`src/rtl/redmule_mx_fp16_serializer.sv`:
```
// Splits wide FP16 beats into NUM_LANES-wide slices for the MX encoder and marks MX block ends.
// Optional sticky Inf/NaN detection is enabled by defining REDMULE_MX_SER_SPECIAL_CHK_EN.
module redmule_mx_fp16_serializer #(
  parameter int unsigned DATA_W      = 256,
  parameter int unsigned BITW        = 16,
  parameter int unsigned NUM_LANES   = 4,
  parameter int unsigned BLOCK_ELEMS = 32
) (
  input  logic                      clk_i,
  input  logic                      rst_i,
  input  logic                      flush_i,
  input  logic                      wide_valid_i,
  output logic                      wide_ready_o,
  input  logic [DATA_W-1:0]         wide_data_i,
  output logic                      fp16_valid_o,
  input  logic                      fp16_ready_i,
  output logic [NUM_LANES*BITW-1:0] fp16_data_o,
  output logic                      fp16_last_o,
  output logic                      special_o
);

  localparam int unsigned SLICE_W = NUM_LANES * BITW;
  localparam int unsigned SLICES  = DATA_W / SLICE_W;
  localparam int unsigned BSLICES = BLOCK_ELEMS / NUM_LANES;
  localparam int unsigned SCW     = (SLICES > 1) ? $clog2(SLICES) : 1;
  localparam int unsigned BCW     = (BSLICES > 1) ? $clog2(BSLICES) : 1;

  generate
    if ((DATA_W % SLICE_W) != 0 || (BLOCK_ELEMS % NUM_LANES) != 0 || SLICES == 0 || BSLICES == 0) begin : g_bad_cfg
      $error("redmule_mx_fp16_serializer: DATA_W must be a multiple of NUM_LANES*BITW and BLOCK_ELEMS a multiple of NUM_LANES");
    end
  endgenerate

  typedef enum logic {EMPTY, DRAIN} state_e;

  state_e                          state_q, state_d;
  logic [SLICES-1:0][SLICE_W-1:0]  buf_q;
  logic [SCW-1:0]                  slice_cnt_q;
  logic [BCW-1:0]                  blk_cnt_q;
  logic                            last_slice;
  logic                            accept;
  logic                            handshake;

  assign last_slice = (slice_cnt_q == SCW'(SLICES - 1));
  assign accept     = wide_valid_i & wide_ready_o;
  assign handshake  = fp16_valid_o & fp16_ready_i & ~flush_i;

  always_ff @(posedge clk_i) begin
    if (rst_i || flush_i) begin
      state_q <= EMPTY;
    end else begin
      state_q <= state_d;
    end
  end

  // A reload on the final slice keeps us in DRAIN so consecutive beats stream without a bubble.
  always_comb begin
    state_d = state_q;
    case (state_q)
      EMPTY: if (accept) state_d = DRAIN;
      DRAIN: if (handshake && last_slice && !accept) state_d = EMPTY;
      default: state_d = EMPTY;
    endcase
  end

  always_comb begin
    wide_ready_o = 1'b0;
    fp16_valid_o = 1'b0;
    if (!rst_i) begin
      case (state_q)
        EMPTY: wide_ready_o = ~flush_i;
        DRAIN: begin
          fp16_valid_o = 1'b1;
          wide_ready_o = ~flush_i & last_slice & fp16_ready_i;
        end
        default: ;
      endcase
    end
  end

  always_ff @(posedge clk_i) begin
    if (rst_i || flush_i) begin
      slice_cnt_q <= '0;
      blk_cnt_q   <= '0;
    end else begin
      if (accept) begin
        slice_cnt_q <= '0;
      end else if (handshake) begin
        slice_cnt_q <= last_slice ? '0 : slice_cnt_q + SCW'(1);
      end
      // Block position follows the output stream only, so blocks freely straddle beats.
      if (handshake) begin
        blk_cnt_q <= (blk_cnt_q == BCW'(BSLICES - 1)) ? '0 : blk_cnt_q + BCW'(1);
      end
    end
  end

  always_ff @(posedge clk_i) begin
    if (accept) begin
      buf_q <= wide_data_i;
    end
  end

  assign fp16_data_o = buf_q[slice_cnt_q];
  assign fp16_last_o = fp16_valid_o & (blk_cnt_q == BCW'(BSLICES - 1));

`ifdef REDMULE_MX_SER_SPECIAL_CHK_EN
  logic special_q;
  logic special_hit;

  // An all-ones FP16 exponent field marks Inf or NaN.
  always_comb begin
    special_hit = 1'b0;
    for (int l = 0; l < NUM_LANES; l++) begin
      if (fp16_data_o[l*BITW+10 +: 5] == 5'h1F) special_hit = 1'b1;
    end
  end

  always_ff @(posedge clk_i) begin
    if (rst_i || flush_i) begin
      special_q <= 1'b0;
    end else if (handshake && special_hit) begin
      special_q <= 1'b1;
    end
  end

  assign special_o = special_q & ~rst_i;
`else
  assign special_o = 1'b0;
`endif

endmodule

```
`config.mk`:
```
export PLATFORM = sky130hd
export DESIGN_NAME = redmule_mx_fp16_serializer
export DESIGN_NICKNAME = d
export VERILOG_FILES = /design/src/rtl/redmule_mx_fp16_serializer.sv
export SDC_FILE = /design/constraint.sdc
export NUM_CORES = 1
export LEC_CHECK = 0
export BUFFER_PORTS_ARGS = -buffer_cell sky130_fd_sc_hd__buf_2
export CORE_MARGIN = 3
export CORE_UTILIZATION = 45
export DETAILED_ROUTE_END_ITERATION = 16
export MAX_ROUTING_LAYER = met4
export PLACE_DENSITY_LB_ADDON = 0.12
export SYNTH_ARGS = -nofsm -noshare
export SYNTH_HDL_FRONTEND = slang
export SYNTH_SLANG_ARGS = --single-unit
```
`constraint.sdc`:
```
create_clock -name clk_i -period 24.8 [get_ports clk_i]
set_input_delay 6.2 -clock clk_i [delete_from_list [all_inputs] [get_ports clk_i]]
set_output_delay 6.2 -clock clk_i [all_outputs]
set_load 0.05 [all_outputs]
```
==> results of run 1 <==
==> tightest hold or removal path, stage by stage, from the launching register on <==
cell       delay, ns
dfxtp_1         0.35
nand4bb_1       0.13
a21oi_1         0.06
==> sequential cells by signal, summed over array words and instances, names as in the netlist <==
name	flops
blk_cnt_q	3
state_q	1
slice_cnt_q	2
buf_q	256
==> logic make-up (layout without fill, tap and decap cells) <==
| family | count (synthesis) | in the layout | share of synthesized area [%] |
|---|---|---|---|
| flops | 262 | 262 | 81.4 |
| compound gates | 13 | 13 | 1.16 |
| fa+ha+maj | 3 | 3 | 0.391 |
| other cells | 1 | 13 | 0.0391 |
| buf+inv | 19 | 383 | 1.33 |
| simple gates | 10 | 10 | 0.678 |
| mux | 64 | 64 | 15.0 |
==> final cells by class <==
cell class / count / area share, %
Antenna cell: 12 / 0.240
Clock buffer: 35 / 5.99
Clock inverter: 17 / 1.69
Multi-Input combinational cell: 91 / 13.4
Timing Repair Buffer: 330 / 13.4
Sequential cell: 262 / 62.6
Tap cell: 270 / 2.71
Inverter: 1 / 0.0301
==> worst paths after layout <==
kind	startpoint	endpoint	slack (ns)	cells past startpoint
worst max-delay path	rst_i	wide_ready_o	11.50	4
worst min register to register	blk_cnt_q[0]	blk_cnt_q[0]	0.59	2
worst max register to register	slice_cnt_q[1]	buf_q[25]	20.89	5
worst min-delay path	blk_cnt_q[0]	blk_cnt_q[0]	0.59	2
==> stage by stage <==
step	total power, mW	area, sq um	utilization, %	cells
2_1_floorplan	0.540	9600	-	372
3_3_place_gp	0.560	11500	55.9	954
3_5_place_dp	0.562	11500	55.9	954
4_1_cts	0.991	12500	60.6	1006
5_1_grt	1.01	12500	60.7	1018
6_report	0.978	12500	60.7	1018
==> layout by cell type, fill, tap and decap left out, types with 3 or more instances in the layout <==
master,count
buf_2,327
nand3_1,3
bufinv_16,5
diode_2,12
clkbuf_16,29
clkinv_1,4
mux4_2,64
edfxtp_1,256
a21oi_1,4
dfxtp_1,4
clkinv_2,6
ha_1,3
clkbuf_1,6
a21bo_2,6
==> metal layers <==
layer	GRT usage, %	vias to the layer above	share of wire, %
met2	29.3	243	51
met1	20.9	2544	38
li1	-	2305	-
met4	6.42	0	3.1
met3	5.72	44	8.4
met5	-	-	0
==> power breakdown <==
part / leakage (nW) / switching (mW) / internal (mW)
logic: 1.72 / 0.0274 / 0.0213
clock network: 0.469 / 0.160 / 0.265
registers: 2.39 / 0.00316 / 0.501
==> flow_metrics.env, run 1 <==
export IMPL_htree_levels=1
export IMPL_crit_path_end_kind="output port"
export IMPL_critPathBufInv=2
export IMPL_ys_ff_latch=262
export IMPL_synthCells=372
export IMPL_dpl_hpwl_mm=14.2
export IMPL_synth_nets=636
export IMPL_die_area_sq_um=23100
export IMPL_worstMarginPinSlew_ns=1.05
export IMPL_hold_viol_final=0
export IMPL_wl_per_cell_um=20.2
export IMPL_io_pins=329
export IMPL_viasPerCell=5.05
export IMPL_grt_remaining_overflow=0
export IMPL_syn_avg_cell_area_sq_um=25.8
export IMPL_fin_hold_ws_ns=0.588
export IMPL_grt_util_all_layers_pct=17.9
export IMPL_wl_mm=20.6
export IMPL_arrival_ns=7.10
export IMPL_clk_latency_ns=0.52
export IMPL_dp_slack_ns=11.50
export IMPL_setup_slack_ns=11.50
export IMPL_ys_warn_count=0
export IMPL_setup_viol=0
export IMPL_finalCriticalPeriod_ns=13.30
export IMPL_worstSetupPathType="in -> out"
export IMPL_required_ns=18.60
export IMPL_yosysMostFrequentCell="edfxtp_1"
export IMPL_synthFlopType="edfxtp_1"
export IMPL_drcViolationCount=0
export IMPL_slew_violations=0
export IMPL_seq_area_sq_um=7820
export IMPL_syn2layout_area_growth_pct=30.2
export IMPL_rows=52
export IMPL_antenna_found_initial=12
export IMPL_fp_dieW_um=152
export IMPL_p_leak_nw=4.58
export IMPL_crit_top_cell="buf_2"
export IMPL_ys_seq_area_share_pct=81.4
export IMPL_multi_input_area_sq_um=1670
export IMPL_ys_types=22
export IMPL_cts_root_buffer="clkbuf_16"
export IMPL_coreArea_sq_um=20600
export IMPL_cts_hold_repair_buffers=0
export IMPL_slew_headroom_pct=30.1
export IMPL_antenna_left=0
export IMPL_grt_pass1_wl_mm=31.3
export IMPL_cap_violations=0
export IMPL_async_reset_ff_share_pct=0
export IMPL_synth_edff_count=256
export IMPL_syn_cell_area_sq_um=9590
export IMPL_timing_fmax_mhz=75.2
export IMPL_synth_area_leaders="edfxtp_1 (80%), mux4_2 (15%), dfxtp_1 (1.3%)"
export IMPL_place_gp_congestion=0.790
export IMPL_grt_max_degree=173
export IMPL_cts_made_buffers=28
export IMPL_hold_class="reg -> reg"
export IMPL_path_delay_family="simple AND/OR/NAND/NOR gates"
export IMPL_drive_above_1_share_pct=60.7
export IMPL_dr_pass1_iters=5
export IMPL_crit_fanout=8
export IMPL_yosysTopAreaCell="edfxtp_1"
export IMPL_cts_buffer_depth=3
export IMPL_first_global_vias=5644
export IMPL_slowest_stage="or2_2"
export IMPL_period_share_pct=53.6
export IMPL_status="finished, final reports clean"
export IMPL_via_count=5136
export IMPL_powerDensity_nw_per_um2=78.3
export IMPL_rsz0062_at_grt="false"
export IMPL_fin_skew_ns=0.0110
export IMPL_cts_resized=0
export IMPL_drtIter0Drc=249
export IMPL_cts_tree="built"
export IMPL_clk_pin_slew_ns=0.06
export IMPL_synthTopCellsByCount="edfxtp_1 (256), mux4_2 (64), a21bo_2 (6), buf_2 (6), dfxtp_1 (6)"
export IMPL_layout_nets=978
export IMPL_critPathLaunchType="primary input"
export IMPL_synth_top_area_share_pct=80.1
export IMPL_fillers=1579
export IMPL_initial_core_util_pct=46.7
export IMPL_cts_sinks=262
export IMPL_max_stage_delay_ns=0.39
export IMPL_crit_chain="buf_2, or2_2, nor2_1, buf_2"
export IMPL_numPortBuffers=327
export IMPL_cts_post_setup_buffers_inserted=0
export IMPL_setup_tns_ns=0
export IMPL_dieHeight_um=152
export IMPL_ir_drop_uv=56.2
Note: power is estimated with default switching activity, not from simulation.
==> inputs of run 2 (changes only) <==
--- a/config.mk
+++ b/config.mk
@@ -7,7 +7,7 @@
 export LEC_CHECK = 0
 export BUFFER_PORTS_ARGS = -buffer_cell sky130_fd_sc_hd__buf_2
 export CORE_MARGIN = 3
-export CORE_UTILIZATION = 45
+export CORE_UTILIZATION = 50
 export DETAILED_ROUTE_END_ITERATION = 16
 export MAX_ROUTING_LAYER = met4
 export PLACE_DENSITY_LB_ADDON = 0.12
==> constraint.sdc (replaced) <==
create_clock -name clk_i -period 13.9 [get_ports clk_i]
set_input_delay 3.475 -clock clk_i [delete_from_list [all_inputs] [get_ports clk_i]]
set_output_delay 3.475 -clock clk_i [all_outputs]
set_load 0.05 [all_outputs]
==> flow_metrics.env, run 2 (synthesized netlist as in run 1, its figures left out) <==
export IMPL_status="finished, final reports clean"
export IMPL_antenna_found_initial=8
export IMPL_fin_hold_ws_ns=0.584
export IMPL_share_comb_of_total_power_pct=5.4
export IMPL_hold_viol_final=0
export IMPL_crit_path_end_kind="output port"
export IMPL_cts_tree="built"
export IMPL_grt_util_all_layers_pct=19.2
export IMPL_critPathLaunchType="primary input"
export IMPL_crit_top_cell="buf_2"
export IMPL_slowest_stage="or2_2"
export IMPL_finalInstanceArea_sq_um=12200
export IMPL_switching_power_mw=0.322
export IMPL_fillers=1335
export IMPL_via_count=5114
export IMPL_p_leak_nw=4.48
export IMPL_cellInternalPower_mw=1.28
export IMPL_crit_chain="buf_2, or2_2, nor2_1, buf_2"
export IMPL_setup_tns_ns=0
export IMPL_finalCriticalPeriod_ns=7.84
export IMPL_required_ns=10.43
export IMPL_cts_hold_repair_buffers=0
export IMPL_fin_skew_ns=0.00908
export IMPL_mostFrequentLayoutCell="buf_2"
export IMPL_rows=50
export IMPL_path_delay_family="simple AND/OR/NAND/NOR gates"
export IMPL_layout_nets=978
export IMPL_viasPerCell=5.26
export IMPL_drtIter0Drc=216
export IMPL_largest_registers="buf_q x256, blk_cnt_q x3, slice_cnt_q x2"
export IMPL_period_share_pct=56.4
export IMPL_syn2layout_area_growth_pct=27.4
export IMPL_wl_mm=20.1
export IMPL_initial_core_util_pct=51.1
export IMPL_slew_headroom_pct=18.5
export IMPL_arrival_ns=4.37
export IMPL_final_cells=972
export IMPL_coreArea_sq_um=18800
export IMPL_clockPowerShare_pct=38.6
export IMPL_cts_sinks=262
export IMPL_grt_remaining_overflow=0
export IMPL_fin_util_pct=65.1
export IMPL_placed_area_sq_um=11400
export IMPL_most_common_layout_cells="buf_2 (327), edfxtp_1 (256), mux4_2 (64), clkbuf_16 (27), clkbuf_1 (9)"
export IMPL_numPortBuffers=327
export IMPL_grt_max_degree=100
export IMPL_worstMarginPinSlew_ns=1.22
export IMPL_cts_resized=0
export IMPL_dieHeight_um=145
export IMPL_fp_dieW_um=145
export IMPL_io_pins=329
export IMPL_drive_above_1_share_pct=60.3
export IMPL_clk_pin_slew_ns=0.05
export IMPL_ir_drop_uv=113
export IMPL_switching_share_pct=20.0
export IMPL_die_area_sq_um=20900
export IMPL_dr_pass1_iters=4
export IMPL_max_stage_delay_ns=0.39
export IMPL_critPathBufInv=2
export IMPL_wl_per_cell_um=20.7
export IMPL_largest_register_ffs=256
export IMPL_cts_post_setup_buffers_inserted=0
export IMPL_htree_levels=1
export IMPL_slew_violations=0
export IMPL_clk_latency_ns=0.52
export IMPL_cts_buffer_depth=3
export IMPL_antenna_left=0
export IMPL_rsz0062_at_grt="false"
export IMPL_largest_register="buf_q"
export IMPL_powerDensity_nw_per_um2=132
export IMPL_timing_fmax_mhz=128
export IMPL_p_seq_share_pct=55.9
export IMPL_cts_root_buffer="clkbuf_16"
export IMPL_worstSetupPathType="in -> out"
export IMPL_place_gp_congestion=0.752
export IMPL_cts_made_buffers=27
export IMPL_place_inst=919
export IMPL_drcViolationCount=0
export IMPL_cap_violations=0
export IMPL_grt_pass1_wl_mm=29.2
export IMPL_hold_class="reg -> reg"
export IMPL_first_global_vias=5610
export IMPL_crit_fanout=8
export IMPL_setup_viol=0
export IMPL_dpl_hpwl_mm=14.2
run 2: cell types whose count changed in the layout (fill, tap and decap cells not counted):
cell        delta
buf_12         -1
buf_4          +2
bufinv_16      -5
clkbuf_1       +3
clkbuf_16      -2
clkinv_1       -3
clkinv_2       -1
clkinv_4       -1
clkinvlp_4     -1
diode_2        -2
inv_6          +1
run 2: area by class of cell:
| cell class | instances | area [sq um] | area share (%) |
|---|---|---|---|
| Tap cell | 234 | 293 | 2.40 |
| Sequential cell | 262 | 7820 | 63.9 |
| Timing Repair Buffer | 331 | 1670 | 13.6 |
| Clock buffer | 36 | 709 | 5.81 |
| Antenna cell | 10 | 25.0 | 0.205 |
| Inverter | 1 | 3.75 | 0.0307 |
| Multi-Input combinational cell | 91 | 1670 | 13.7 |
| Clock inverter | 7 | 37.5 | 0.307 |
run 2: power groups by stage:
stage	clock, mW	combinational (mW)	sequential [mW]
2_1_floorplan	0	0.0426	0.917
3_3_place_gp	0	0.0853	0.914
3_5_place_dp	0	0.0881	0.916
4_1_cts	0.640	0.0886	0.899
5_1_grt	0.672	0.0942	0.900
6_report	0.621	0.0872	0.899
run 2: path summary, 6_finish.rpt:
| kind | slack, ns | from | end | depth (start not counted) |
|---|---|---|---|---|
| hold reg to reg | 0.58 | blk_cnt_q[2] | blk_cnt_q[2] | 2 |
| setup / recovery | 6.06 | rst_i | wide_ready_o | 4 |
| setup reg to reg | 10.05 | slice_cnt_q[1] | buf_q[20] | 5 |
| hold / removal | 0.58 | blk_cnt_q[2] | blk_cnt_q[2] | 2 |
run 2: routing by layer:
layer,vias up,track usage [%],share of wire [%]
met5,-,-,0
met4,0,5.94,2.8
met3,42,6.15,10
met2,249,31.8,51
met1,2527,22.6,36
li1,2296,-,-
run 2: worst register-to-register path: cells and delay by family (launching register included):
kind                     cells  cell delay, ns
AO/OA/AOI/OAI                1            0.19
adder cells (fa/ha/maj)      1            0.36
buffers and inverters        2            1.67
flip-flops                   1            1.01
AND/OR/NAND/NOR              1            0.19
run 2: through the flow:
stage / setup slack [ns] / power, mW
3_5_place_dp: 6.06 / 1.00
5_1_grt: 5.98 / 1.67
4_1_cts: 6.06 / 1.63
6_report: 6.06 / 1.61
2_1_floorplan: 3.38 / 0.960
3_3_place_gp: 6.05 / 0.999
==> inputs of run 3 (changes only) <==
--- a/config.mk
+++ b/config.mk
@@ -7,7 +7,7 @@
 export LEC_CHECK = 0
 export BUFFER_PORTS_ARGS = -buffer_cell sky130_fd_sc_hd__buf_2
 export CORE_MARGIN = 3
-export CORE_UTILIZATION = 50
+export CORE_UTILIZATION = 45
 export DETAILED_ROUTE_END_ITERATION = 16
 export MAX_ROUTING_LAYER = met4
 export PLACE_DENSITY_LB_ADDON = 0.12
==> constraint.sdc (replaced) <==
create_clock -name clk_i -period 6.3 [get_ports clk_i]
set_input_delay 1.575 -clock clk_i [delete_from_list [all_inputs] [get_ports clk_i]]
set_output_delay 1.575 -clock clk_i [all_outputs]
set_load 0.05 [all_outputs]
==> flow_metrics.env, run 3 (synthesized netlist as in run 1, its figures left out) <==
export IMPL_max_stage_delay_ns=0.62
export IMPL_p_seq_share_pct=55.1
export IMPL_power_total_mw=3.60
export IMPL_first_global_vias=5594
export IMPL_worst_path_stages=3
export IMPL_layout_nets=978
export IMPL_dr_pass1_iters=4
export IMPL_place_inst=955
export IMPL_dieHeight_um=152
export IMPL_setup_viol=0
export IMPL_share_comb_of_total_power_pct=5.4
export IMPL_hold_path_depth=2
export IMPL_clk_latency_ns=0.51
export IMPL_wl_per_cell_um=20.2
export IMPL_arrival_ns=2.54
export IMPL_slew_violations=0
export IMPL_slowest_stage="dfxtp_4"
export IMPL_setup_tns_ns=0
export IMPL_dpl_hpwl_mm=14.2
export IMPL_most_common_layout_cells="buf_2 (327), edfxtp_1 (256), mux4_2 (64), clkbuf_16 (27), clkbuf_1 (10)"
export IMPL_cts_post_setup_buffers_inserted=0
export IMPL_drtIter0Drc=274
export IMPL_slew_headroom_pct=31.3
export IMPL_cts_buffer_depth=3
export IMPL_critPathLaunchType="flip-flop"
export IMPL_htree_levels=1
export IMPL_io_pins=329
export IMPL_antenna_found_initial=7
export IMPL_switching_power_mw=0.716
export IMPL_fin_util_pct=60.0
export IMPL_grt_remaining_overflow=0
export IMPL_placed_area_sq_um=11500
export IMPL_finalCriticalPeriod_ns=4.11
export IMPL_fp_dieW_um=152
export IMPL_largest_registers="buf_q x256, blk_cnt_q x3, slice_cnt_q x2"
export IMPL_worstSetupPathType="reg -> out"
export IMPL_powerDensity_nw_per_um2=292
export IMPL_mostFrequentLayoutCell="buf_2"
export IMPL_fin_hold_ws_ns=0.590
export IMPL_setup_slack_ns=2.19
export IMPL_final_cells=1011
export IMPL_crit_fanout=27
export IMPL_required_ns=4.72
export IMPL_syn2layout_area_growth_pct=28.5
export IMPL_hold_class="reg -> reg"
export IMPL_critPathBufInv=2
export IMPL_place_gp_congestion=0.786
export IMPL_clockPowerShare_pct=39.5
export IMPL_rows=52
export IMPL_die_area_sq_um=23100
export IMPL_rr_worst_depth=4
export IMPL_largest_register="buf_q"
export IMPL_cellInternalPower_mw=2.88
export IMPL_period_share_pct=65.3
export IMPL_finalInstanceArea_sq_um=12300
export IMPL_grt_max_degree=137
export IMPL_cts_resized=0
export IMPL_coreArea_sq_um=20600
export IMPL_cts_tree="built"
export IMPL_path_delay_family="buffers and inverters"
export IMPL_rsz0062_at_grt="false"
export IMPL_p_leak_nw=4.51
export IMPL_wl_mm=20.4
export IMPL_cap_violations=0
export IMPL_switching_share_pct=19.9
export IMPL_viasPerCell=5.07
export IMPL_ir_drop_uv=218
export IMPL_hold_viol_final=0
export IMPL_worstMarginPinSlew_ns=1.03
export IMPL_via_count=5127
export IMPL_initial_core_util_pct=46.7
export IMPL_timing_fmax_mhz=243
export IMPL_fin_skew_ns=0.00654
export IMPL_cts_made_buffers=27
export IMPL_cts_root_buffer="clkbuf_16"
export IMPL_crit_chain="buf_4, mux4_2, buf_2"
export IMPL_crit_path_end_kind="output port"
export IMPL_status="finished, final reports clean"
export IMPL_grt_pass1_wl_mm=31.1
export IMPL_largest_register_ffs=256
export IMPL_antenna_left=0
export IMPL_dp_slack_ns=2.27
export IMPL_drcViolationCount=0
export IMPL_drive_above_1_share_pct=59.8
export IMPL_cts_hold_repair_buffers=0
export IMPL_grt_util_all_layers_pct=17.8
export IMPL_numPortBuffers=327
export IMPL_clk_pin_slew_ns=0.06
export IMPL_cts_sinks=262
-- run 3: final cells by class --
class,count,area (sq um)
fillers,1565,8230
flip-flops and latches,262,7820
repair buffers,331,1690
multi-input cells,91,1670
clock buffers,37,713
well taps,270,338
clock inverters,11,72.6
diodes,8,20.0
inverters,1,3.75
-- run 3: worst paths after layout --
| kind | from | to | slack, ns |
|---|---|---|---|
| setup / recovery | slice_cnt_q[0] | fp16_data_o[16] | 2.19 |
| hold / removal | blk_cnt_q[2] | blk_cnt_q[2] | 0.59 |
| setup reg to reg | slice_cnt_q[1] | buf_q[252] | 3.39 |
| hold reg to reg | blk_cnt_q[2] | blk_cnt_q[2] | 0.59 |
-- run 3: routing by layer --
metal	global-route usage, %	vias to the layer above	share of wire [%]
li1	-	2299	-
met2	29.6	246	52
met1	21.5	2550	37
met4	3.60	0	1.7
met3	6.11	32	10
met5	-	-	0
-- run 3: power by group through the flow --
stage / combinational, mW / sequential [mW] / clock [mW]
3_5_place_dp: 0.195 / 2.02 / 0
6_report: 0.194 / 1.98 / 1.42
5_1_grt: 0.210 / 1.99 / 1.55
3_3_place_gp: 0.189 / 2.02 / 0
2_1_floorplan: 0.0948 / 2.02 / 0
4_1_cts: 0.197 / 1.98 / 1.47
-- run 3: tightest hold or removal path, stage by stage, from the launching register on --
cell	delay, ns
dfxtp_1	0.31
a21bo_2	0.18
a21oi_1	0.05
